`config.mk`:
```
export PLATFORM = sky130hd
export DESIGN_NAME = apple_spawn_ctrl_flat
export DESIGN_NICKNAME = d
export VERILOG_FILES = /design/src/rtl/apple_spawn_ctrl_pkg.sv /design/src/rtl/apple_spawn_ctrl_if.sv /design/src/rtl/apple_spawn_ctrl_grid_cursor.sv /design/src/rtl/apple_spawn_ctrl.sv /design/src/flat_wrapper.sv
export SDC_FILE = /design/constraint.sdc
export NUM_CORES = 1
export LEC_CHECK = 0
export ABC_AREA = 0
export BUFFER_PORTS_ARGS = -buffer_cell sky130_fd_sc_hd__buf_2
export CAP_MARGIN = 5
export CORE_MARGIN = 1
export CORE_UTILIZATION = 40
export CTS_CLUSTER_DIAMETER = 120
export CTS_CLUSTER_SIZE = 14
export DETAILED_ROUTE_END_ITERATION = 8
export SETUP_SLACK_MARGIN = 0.05
export SYNTH_ARGS = -nofsm -noshare
export SYNTH_HDL_FRONTEND = slang
export SYNTH_SLANG_ARGS = --single-unit
```
`constraint.sdc`:
```
create_clock -name clock -period 2.2 [get_ports clock]
set_clock_uncertainty 0.2 [all_clocks]
set_input_delay 0.11 -clock clock [delete_from_list [all_inputs] [get_ports clock]]
set_output_delay 0.11 -clock clock [all_outputs]
set_load 0.03 [all_outputs]
```
`src/rtl/apple_spawn_ctrl_pkg.sv`:
```
// Shared grid geometry and FSM encoding for the apple spawner.
// The body and render logic import the same defaults.
package apple_spawn_ctrl_pkg;

    localparam int DEF_GRID_W    = 40;
    localparam int DEF_GRID_H    = 30;
    localparam int DEF_XW        = 6;
    localparam int DEF_YW        = 5;
    localparam int DEF_MAX_TRIES = 8;
    localparam int CELLS         = DEF_GRID_W * DEF_GRID_H;

    typedef enum logic [2:0] {
        IDLE,
        SAMPLE,
        QUERY,
        SCAN,
        PLACE,
        FAIL
    } state_t;

endpackage

```
`src/rtl/apple_spawn_ctrl_if.sv`:
```
// Spawn request, random source, occupancy query and apple result bundle.
// The master side is the spawner; the slave side is the game/body logic.
interface apple_spawn_ctrl_if
    import apple_spawn_ctrl_pkg::*;
#(
    parameter int XW = DEF_XW,
    parameter int YW = DEF_YW
);

    logic          spawn_req;
    logic [XW-1:0] rand_x;
    logic [YW-1:0] rand_y;
    logic          rand_adv;
    logic          occ_req;
    logic [XW-1:0] occ_x;
    logic [YW-1:0] occ_y;
    logic          occ_ack;
    logic          occ_hit;
    logic [XW-1:0] apple_x;
    logic [YW-1:0] apple_y;
    logic          apple_valid;
    logic          busy;
    logic          spawn_done;
    logic          spawn_fail;

    modport master (
        input  spawn_req, rand_x, rand_y, occ_ack, occ_hit,
        output rand_adv, occ_req, occ_x, occ_y,
        output apple_x, apple_y, apple_valid,
        output busy, spawn_done, spawn_fail
    );

    modport slave (
        output spawn_req, rand_x, rand_y, occ_ack, occ_hit,
        input  rand_adv, occ_req, occ_x, occ_y,
        input  apple_x, apple_y, apple_valid,
        input  busy, spawn_done, spawn_fail
    );

endinterface

```
`src/rtl/apple_spawn_ctrl_grid_cursor.sv`:
```
// Candidate cell cursor: folded random load, raster step with wrap,
// and the count of cells visited by the linear scan.
module apple_spawn_ctrl_grid_cursor #(
    parameter int GRID_W = 40,
    parameter int GRID_H = 30,
    parameter int XW     = 6,
    parameter int YW     = 5,
    parameter int CW     = 12
) (
    input  logic          clock,
    input  logic          reset,
    input  logic          load,
    input  logic          step,
    input  logic          clr,
    input  logic          inc,
    input  logic [XW-1:0] rx,
    input  logic [YW-1:0] ry,
    output logic [XW-1:0] cx,
    output logic [YW-1:0] cy,
    output logic [CW-1:0] cnt
);

    logic [XW-1:0] fx;
    logic [YW-1:0] fy;

    // Sources are at most twice the grid size, so one subtraction folds.
    assign fx = (32'(rx) >= GRID_W) ? rx - XW'(GRID_W) : rx;
    assign fy = (32'(ry) >= GRID_H) ? ry - YW'(GRID_H) : ry;

    always_ff @(posedge clock) begin
        if (reset) begin
            cx  <= '0;
            cy  <= '0;
            cnt <= '0;
        end else begin
            if (load) begin
                cx <= fx;
                cy <= fy;
            end else if (step) begin
                if (cx == XW'(GRID_W - 1)) begin
                    cx <= '0;
                    cy <= (cy == YW'(GRID_H - 1)) ? '0 : cy + YW'(1);
                end else begin
                    cx <= cx + XW'(1);
                end
            end
            if (clr) begin
                cnt <= '0;
            end else if (inc) begin
                cnt <= cnt + CW'(1);
            end
        end
    end

endmodule

```
`src/rtl/apple_spawn_ctrl.sv`:
```
// Apple placement FSM: random tries against the occupancy map,
// then a linear scan fallback; owns the apple position register.
module apple_spawn_ctrl
    import apple_spawn_ctrl_pkg::*;
#(
    parameter int GRID_W    = DEF_GRID_W,
    parameter int GRID_H    = DEF_GRID_H,
    parameter int XW        = DEF_XW,
    parameter int YW        = DEF_YW,
    parameter int MAX_TRIES = DEF_MAX_TRIES
) (
    input  logic                 clock,
    input  logic                 reset,
    apple_spawn_ctrl_if.master   bus
);

    localparam int NCELLS = GRID_W * GRID_H;
    localparam int CW     = $clog2(NCELLS) + 1;
    localparam int TW     = $clog2(MAX_TRIES + 1);

    state_t        state, state_n;
    logic [TW-1:0] try_cnt, try_n;
    logic          cur_load, cur_step, cur_clr, cur_inc;
    logic [XW-1:0] cx;
    logic [YW-1:0] cy;
    logic [CW-1:0] cnt;
    logic [XW-1:0] apple_x;
    logic [YW-1:0] apple_y;
    logic          apple_valid;

    apple_spawn_ctrl_grid_cursor #(
        .GRID_W (GRID_W),
        .GRID_H (GRID_H),
        .XW     (XW),
        .YW     (YW),
        .CW     (CW)
    ) grid_cursor (
        .clock (clock),
        .reset (reset),
        .load  (cur_load),
        .step  (cur_step),
        .clr   (cur_clr),
        .inc   (cur_inc),
        .rx    (bus.rand_x),
        .ry    (bus.rand_y),
        .cx    (cx),
        .cy    (cy),
        .cnt   (cnt)
    );

    always_comb begin
        state_n  = state;
        try_n    = try_cnt;
        cur_load = 1'b0;
        cur_step = 1'b0;
        cur_clr  = 1'b0;
        cur_inc  = 1'b0;
        unique case (state)
            IDLE: begin
                if (bus.spawn_req) begin
                    state_n = SAMPLE;
                    try_n   = '0;
                end
            end
            SAMPLE: begin
                cur_load = 1'b1;
                state_n  = QUERY;
            end
            QUERY: begin
                if (bus.occ_ack) begin
                    if (!bus.occ_hit) begin
                        state_n = PLACE;
                    end else begin
                        try_n = try_cnt + TW'(1);
                        if (32'(try_n) < MAX_TRIES) begin
                            state_n = SAMPLE;
                        end else begin
                            // Scan starts on the cell after the last candidate.
                            state_n  = SCAN;
                            cur_step = 1'b1;
                            cur_clr  = 1'b1;
                        end
                    end
                end
            end
            SCAN: begin
                if (bus.occ_ack) begin
                    if (!bus.occ_hit) begin
                        state_n = PLACE;
                    end else if (cnt == CW'(NCELLS - 1)) begin
                        state_n = FAIL;
                    end else begin
                        cur_step = 1'b1;
                        cur_inc  = 1'b1;
                    end
                end
            end
            PLACE:   state_n = IDLE;
            FAIL:    state_n = IDLE;
            default: state_n = IDLE;
        endcase
    end

    always_ff @(posedge clock) begin
        if (reset) begin
            state       <= IDLE;
            try_cnt     <= '0;
            apple_x     <= '0;
            apple_y     <= '0;
            apple_valid <= 1'b0;
        end else begin
            state   <= state_n;
            try_cnt <= try_n;
            if (state == IDLE && bus.spawn_req) begin
                apple_valid <= 1'b0;
            end
            // Loaded on entry so the position is visible with spawn_done.
            if (state_n == PLACE) begin
                apple_x     <= cx;
                apple_y     <= cy;
                apple_valid <= 1'b1;
            end
        end
    end

    assign bus.occ_req     = (state == QUERY) || (state == SCAN);
    assign bus.occ_x       = cx;
    assign bus.occ_y       = cy;
    assign bus.rand_adv    = (state == SAMPLE);
    assign bus.spawn_done  = (state == PLACE);
    assign bus.spawn_fail  = (state == FAIL);
    assign bus.busy        = (state != IDLE);
    assign bus.apple_x     = apple_x;
    assign bus.apple_y     = apple_y;
    assign bus.apple_valid = apple_valid;

endmodule

```
`src/flat_wrapper.sv`:
```
// flat-port wrapper written by rule: the top's interface ports become plain ports
module apple_spawn_ctrl_flat import apple_spawn_ctrl_pkg::*;
#(
    parameter int GRID_W    = DEF_GRID_W,
    parameter int GRID_H    = DEF_GRID_H,
    parameter int XW        = DEF_XW,
    parameter int YW        = DEF_YW,
    parameter int MAX_TRIES = DEF_MAX_TRIES
)
  (clock, reset, bus_spawn_req, bus_rand_x, bus_rand_y, bus_occ_ack, bus_occ_hit, bus_rand_adv, bus_occ_req, bus_occ_x, bus_occ_y, bus_apple_x, bus_apple_y, bus_apple_valid, bus_busy, bus_spawn_done, bus_spawn_fail);
  apple_spawn_ctrl_if #(.XW(XW), .YW(YW)) bus_i ();
  input  logic clock;
  input  logic reset;
  input wire logic [$bits(bus_i.spawn_req)-1:0] bus_spawn_req;
  input wire logic [$bits(bus_i.rand_x)-1:0] bus_rand_x;
  input wire logic [$bits(bus_i.rand_y)-1:0] bus_rand_y;
  input wire logic [$bits(bus_i.occ_ack)-1:0] bus_occ_ack;
  input wire logic [$bits(bus_i.occ_hit)-1:0] bus_occ_hit;
  output wire logic [$bits(bus_i.rand_adv)-1:0] bus_rand_adv;
  output wire logic [$bits(bus_i.occ_req)-1:0] bus_occ_req;
  output wire logic [$bits(bus_i.occ_x)-1:0] bus_occ_x;
  output wire logic [$bits(bus_i.occ_y)-1:0] bus_occ_y;
  output wire logic [$bits(bus_i.apple_x)-1:0] bus_apple_x;
  output wire logic [$bits(bus_i.apple_y)-1:0] bus_apple_y;
  output wire logic [$bits(bus_i.apple_valid)-1:0] bus_apple_valid;
  output wire logic [$bits(bus_i.busy)-1:0] bus_busy;
  output wire logic [$bits(bus_i.spawn_done)-1:0] bus_spawn_done;
  output wire logic [$bits(bus_i.spawn_fail)-1:0] bus_spawn_fail;
  assign bus_i.spawn_req = bus_spawn_req;
  assign bus_i.rand_x = bus_rand_x;
  assign bus_i.rand_y = bus_rand_y;
  assign bus_i.occ_ack = bus_occ_ack;
  assign bus_i.occ_hit = bus_occ_hit;
  assign bus_rand_adv = bus_i.rand_adv;
  assign bus_occ_req = bus_i.occ_req;
  assign bus_occ_x = bus_i.occ_x;
  assign bus_occ_y = bus_i.occ_y;
  assign bus_apple_x = bus_i.apple_x;
  assign bus_apple_y = bus_i.apple_y;
  assign bus_apple_valid = bus_i.apple_valid;
  assign bus_busy = bus_i.busy;
  assign bus_spawn_done = bus_i.spawn_done;
  assign bus_spawn_fail = bus_i.spawn_fail;
  apple_spawn_ctrl #(.GRID_W(GRID_W), .GRID_H(GRID_H), .XW(XW), .YW(YW), .MAX_TRIES(MAX_TRIES)) u_core (.clock(clock), .reset(reset), .bus(bus_i));
endmodule
```
==> run_results.csv <==
group,metric,value,unit
route,drc,0,
clock_network,clkLatencyLatePin,0.29,ns
timing,maxSlewHeadroom,72.3,%
flow_run,cap_violations,0,
timing,maxClockFrequency,488,MHz
clock_network,root_buffer,"clkbuf_8",
route,routed_wl,5510,um
route,wl_per_cell,13.6,um
clock_network,cts_tree,"built",
timing,timing.final.crit_share,93.1,%
global_routing,grt_pass1_vias,2035,
synthesis,synth_most_common_cell,"dfxtp_1",
route,ant_nets,0,
route,vias,2185,
synthesis,yosys_warnings,0,
layout,syn_to_final_growth,24.8,%
synthesis,async_flop_share,0,%
clock_network,cts_max_level,2,
timing,hold_violations,0,
synthesis,synth_top_area_cell,"dfxtp_1",
synthesis,syn-num-nets,295,
synthesis,synth.top_cells.by_area,"dfxtp_1 38%, nand2_1 6.5%, a21oi_1 5.0%",
clock_network,cts_sinks,42,
hold_path,hold_path.class,"primary input to flip-flop",
timing,final-setup-viol-count,0,
setup_path,cp.buffers_inverters,2,
layout,fill_cells,517,
setup_path,worstSetupPathType,"primary input to flip-flop",
synthesis,synth_cells,272,
synthesis,ys_types,52,
power_and_ir_drop,ir_drop,0.359,mV
power_and_ir_drop,pwr-share-seq,53.2,%
floorplanning,ioPinCount,44,
hold_path,holdPathStages,4,
synthesis,synth-simple-area-share,29.9,%
setup_path,slowest_delay,0.53,ns
synthesis,synthFlopType,"dfxtp_1",
timing,fin_setup_tns,0,ns
route,firstDrtPassIters,5,
floorplanning,row_count,26,
clock_network,cts.clk_slew.worst_paths,0.08,ns
synthesis,synth_compound_area_share,18.1,%
global_routing,grt_usage,19.9,%
place,dp_hpwl,3970,um
global_routing,antenna_found_initial,0,
timing,min_period,2.05,ns
setup_path,r2r_cells,6,
timing,slew_viol_final,0,
run_status,status,"finished, final reports clean",
route,routed_via_density,5.38,
setup_path,critical_path.cell_chain,"dlygate4sd3_1 > buf_2 > nand4b_4 > a211oi_4 > nand2_4 > or3_1 > a311oi_1",
synthesis,synth.mux.area_fraction,1.42,%
setup_path,path_depth,7,
setup_path,crit_slowest_cell,"dlygate4sd3_1",
synthesis,synthAdderAreaFrac,3.98,%
synthesis,synth_xor_area_share,5.17,%
layout,drive_gt1_share,22.6,%
route,drtIter0Drc,95,
setup_path,cp-end-kind,"flip-flop",
floorplanning,die_w,76.2,um
layout,diodes,0,
synthesis,synth_top_family_by_area,"simple AND/OR/NAND/NOR gates",
place,io_buffers,43,
floorplanning,coreArea,5200,um^2
layout,nets,359,
setup_path,crit_arrival,2.05,ns
synthesis,avgSynthCellArea,8.10,um^2
clock_network,cts_buffers,5,
timing,grt_setup_unrepaired,"true",
synthesis,synth_top_area_share,38.2,%
floorplanning,die_area,5810,um^2
place,place.gp.congestion,0.794,
synthesis,ys_seq_area_share,38.2,%
global_routing,grt_overflow,0,
setup_path,worst_ep_required_time,2.20,ns
power_and_ir_drop,p_total,1.56,mW
power_and_ir_drop,p_int,1.10,mW
power_and_ir_drop,combPwrFrac,16.9,%
timing,worstMarginPinSlew,0.415,ns
clock_network,cts_max_path_buffers,2,
global_routing,grt_max_degree,21,
synthesis,netlist_area,2200,um^2
power_and_ir_drop,pwr-share-clk,29.9,%
floorplanning,die_y,76.2,um
floorplanning,start_util,42.3,%
synthesis,synthTopCellsByCount,"42 x dfxtp_1, 38 x nand2_1, 29 x nor2_1",
global_routing,grt_pass1_wl,9510,um
setup_path,start_kind,"primary input",
power_and_ir_drop,powerDensity,567,nW/um^2
power_and_ir_drop,power.leakage,1.12,nW
setup_path,critPathTopFamily,"buffers and inverters",
power_and_ir_drop,switchingPower,0.455,mW
power_and_ir_drop,sw_frac_of_total,29.2,%
synthesis,synth_edf_count,0,
synthesis,synth_seq_cells,42,
setup_path,cp_max_fo,10,
## area by class of cell
cell class                      instances  area, um^2  area share, %
Multi-Input combinational cell        212        1290           47.1
Timing Repair Buffer                   67         418           15.2
Clock buffer                            7        76.3           2.78
Inverter                                8        31.3           1.14
Sequential cell                        42         842           30.6
Tap cell                               70        87.6           3.19
## flip-flops by register name, indices dropped and copies added, names as in the netlist
signal                  cells
u_core.bus.apple_valid      1
u_core.bus.apple_y          5
u_core.try_cnt              4
u_core.grid_cursor.cx       6
u_core.grid_cursor.cy       5
u_core.state                3
u_core.grid_cursor.cnt     12
u_core.bus.apple_x          6
## placed cells by master, fill, tap and decap left out, drive strengths merged, types with 4 or more instances in the layout
cell type    instances
and3                 5
ha                   7
o21ai                8
nand2               39
a31oi                4
a311oi               5
buf                 58
clkbuf               7
a21oi               22
xnor2                6
nand3               17
inv                  7
xor2                 7
dfxtp               42
nor4                 4
nand4                5
nor3                 7
nor2                30
dlygate4sd3          9
## worst reg2reg max path, stage by stage, from the launching register on
cell and delay (ns):
dfxtp_1 0.34, ha_1 0.19, and3_1 0.23, a311o_1 0.36
nor4_1 0.37, xnor2_1 0.18, nor2_2 0.04
## worst paths after layout
check / start / slack, ns / endpoint
setup reg to reg: u_core.grid_cursor.cnt[1] / 0.17 / u_core.grid_cursor.cnt[11]
hold reg to reg: u_core.bus.apple_x[3] / 0.26 / u_core.bus.apple_x[3]
setup / recovery: bus_occ_hit / 0.15 / u_core.grid_cursor.cx[0]
hold / removal: bus_rand_x[3] / 0.03 / u_core.grid_cursor.cx[5]
## cells by family after synthesis
group / count (synthesis)
compound gates: 60
buf+inv: 18
fa+ha+maj: 7
xor+xnor: 13
flops: 42
simple gates: 129
mux: 3
## per-layer routing
layer	part of all wire [%]	routed length [um]	up-vias	GRT usage, %
met3	4.4	240	4	3.47
met4	0.80	44	0	4.62
li1	-	-	1106	-
met2	45	2460	52	31.9
met1	50	2770	1023	27.7
met5	0	0	-	0
## stage by stage
stage	setup slack (ns)	instance area, um^2	instances	util [%]	hold slack [ns]
2_1_floorplan	0.110	2200	272	-	0.00534
3_3_place_gp	0.171	2550	386	48.9	0.193
3_5_place_dp	0.0990	2550	386	48.9	0.203
4_1_cts	0.0926	2710	402	52.1	0.0241
5_1_grt	0.0415	2750	406	52.8	0.0666
6_report	0.152	2750	406	52.8	0.0289
## power groups by stage
stage / Sequential [mW] / Combinational (mW) / Clock [mW]
final: 0.830 / 0.263 / 0.466
after detailed placement: 0.845 / 0.252 / 0
after CTS: 0.828 / 0.264 / 0.479
after floorplan: 0.877 / 0.130 / 0
after global routing: 0.835 / 0.290 / 0.510
after global placement: 0.847 / 0.250 / 0
## timing repair
item                                    4_1_cts  5_1_grt
gates resized for setup                       0        2
buffers inserted                              0        4
hold endpoints to repair                     13        0
hold buffers                                  9        0
endpoints found under the setup margin        0        9
No activity file was read; power rests on OpenSTA's default activity.
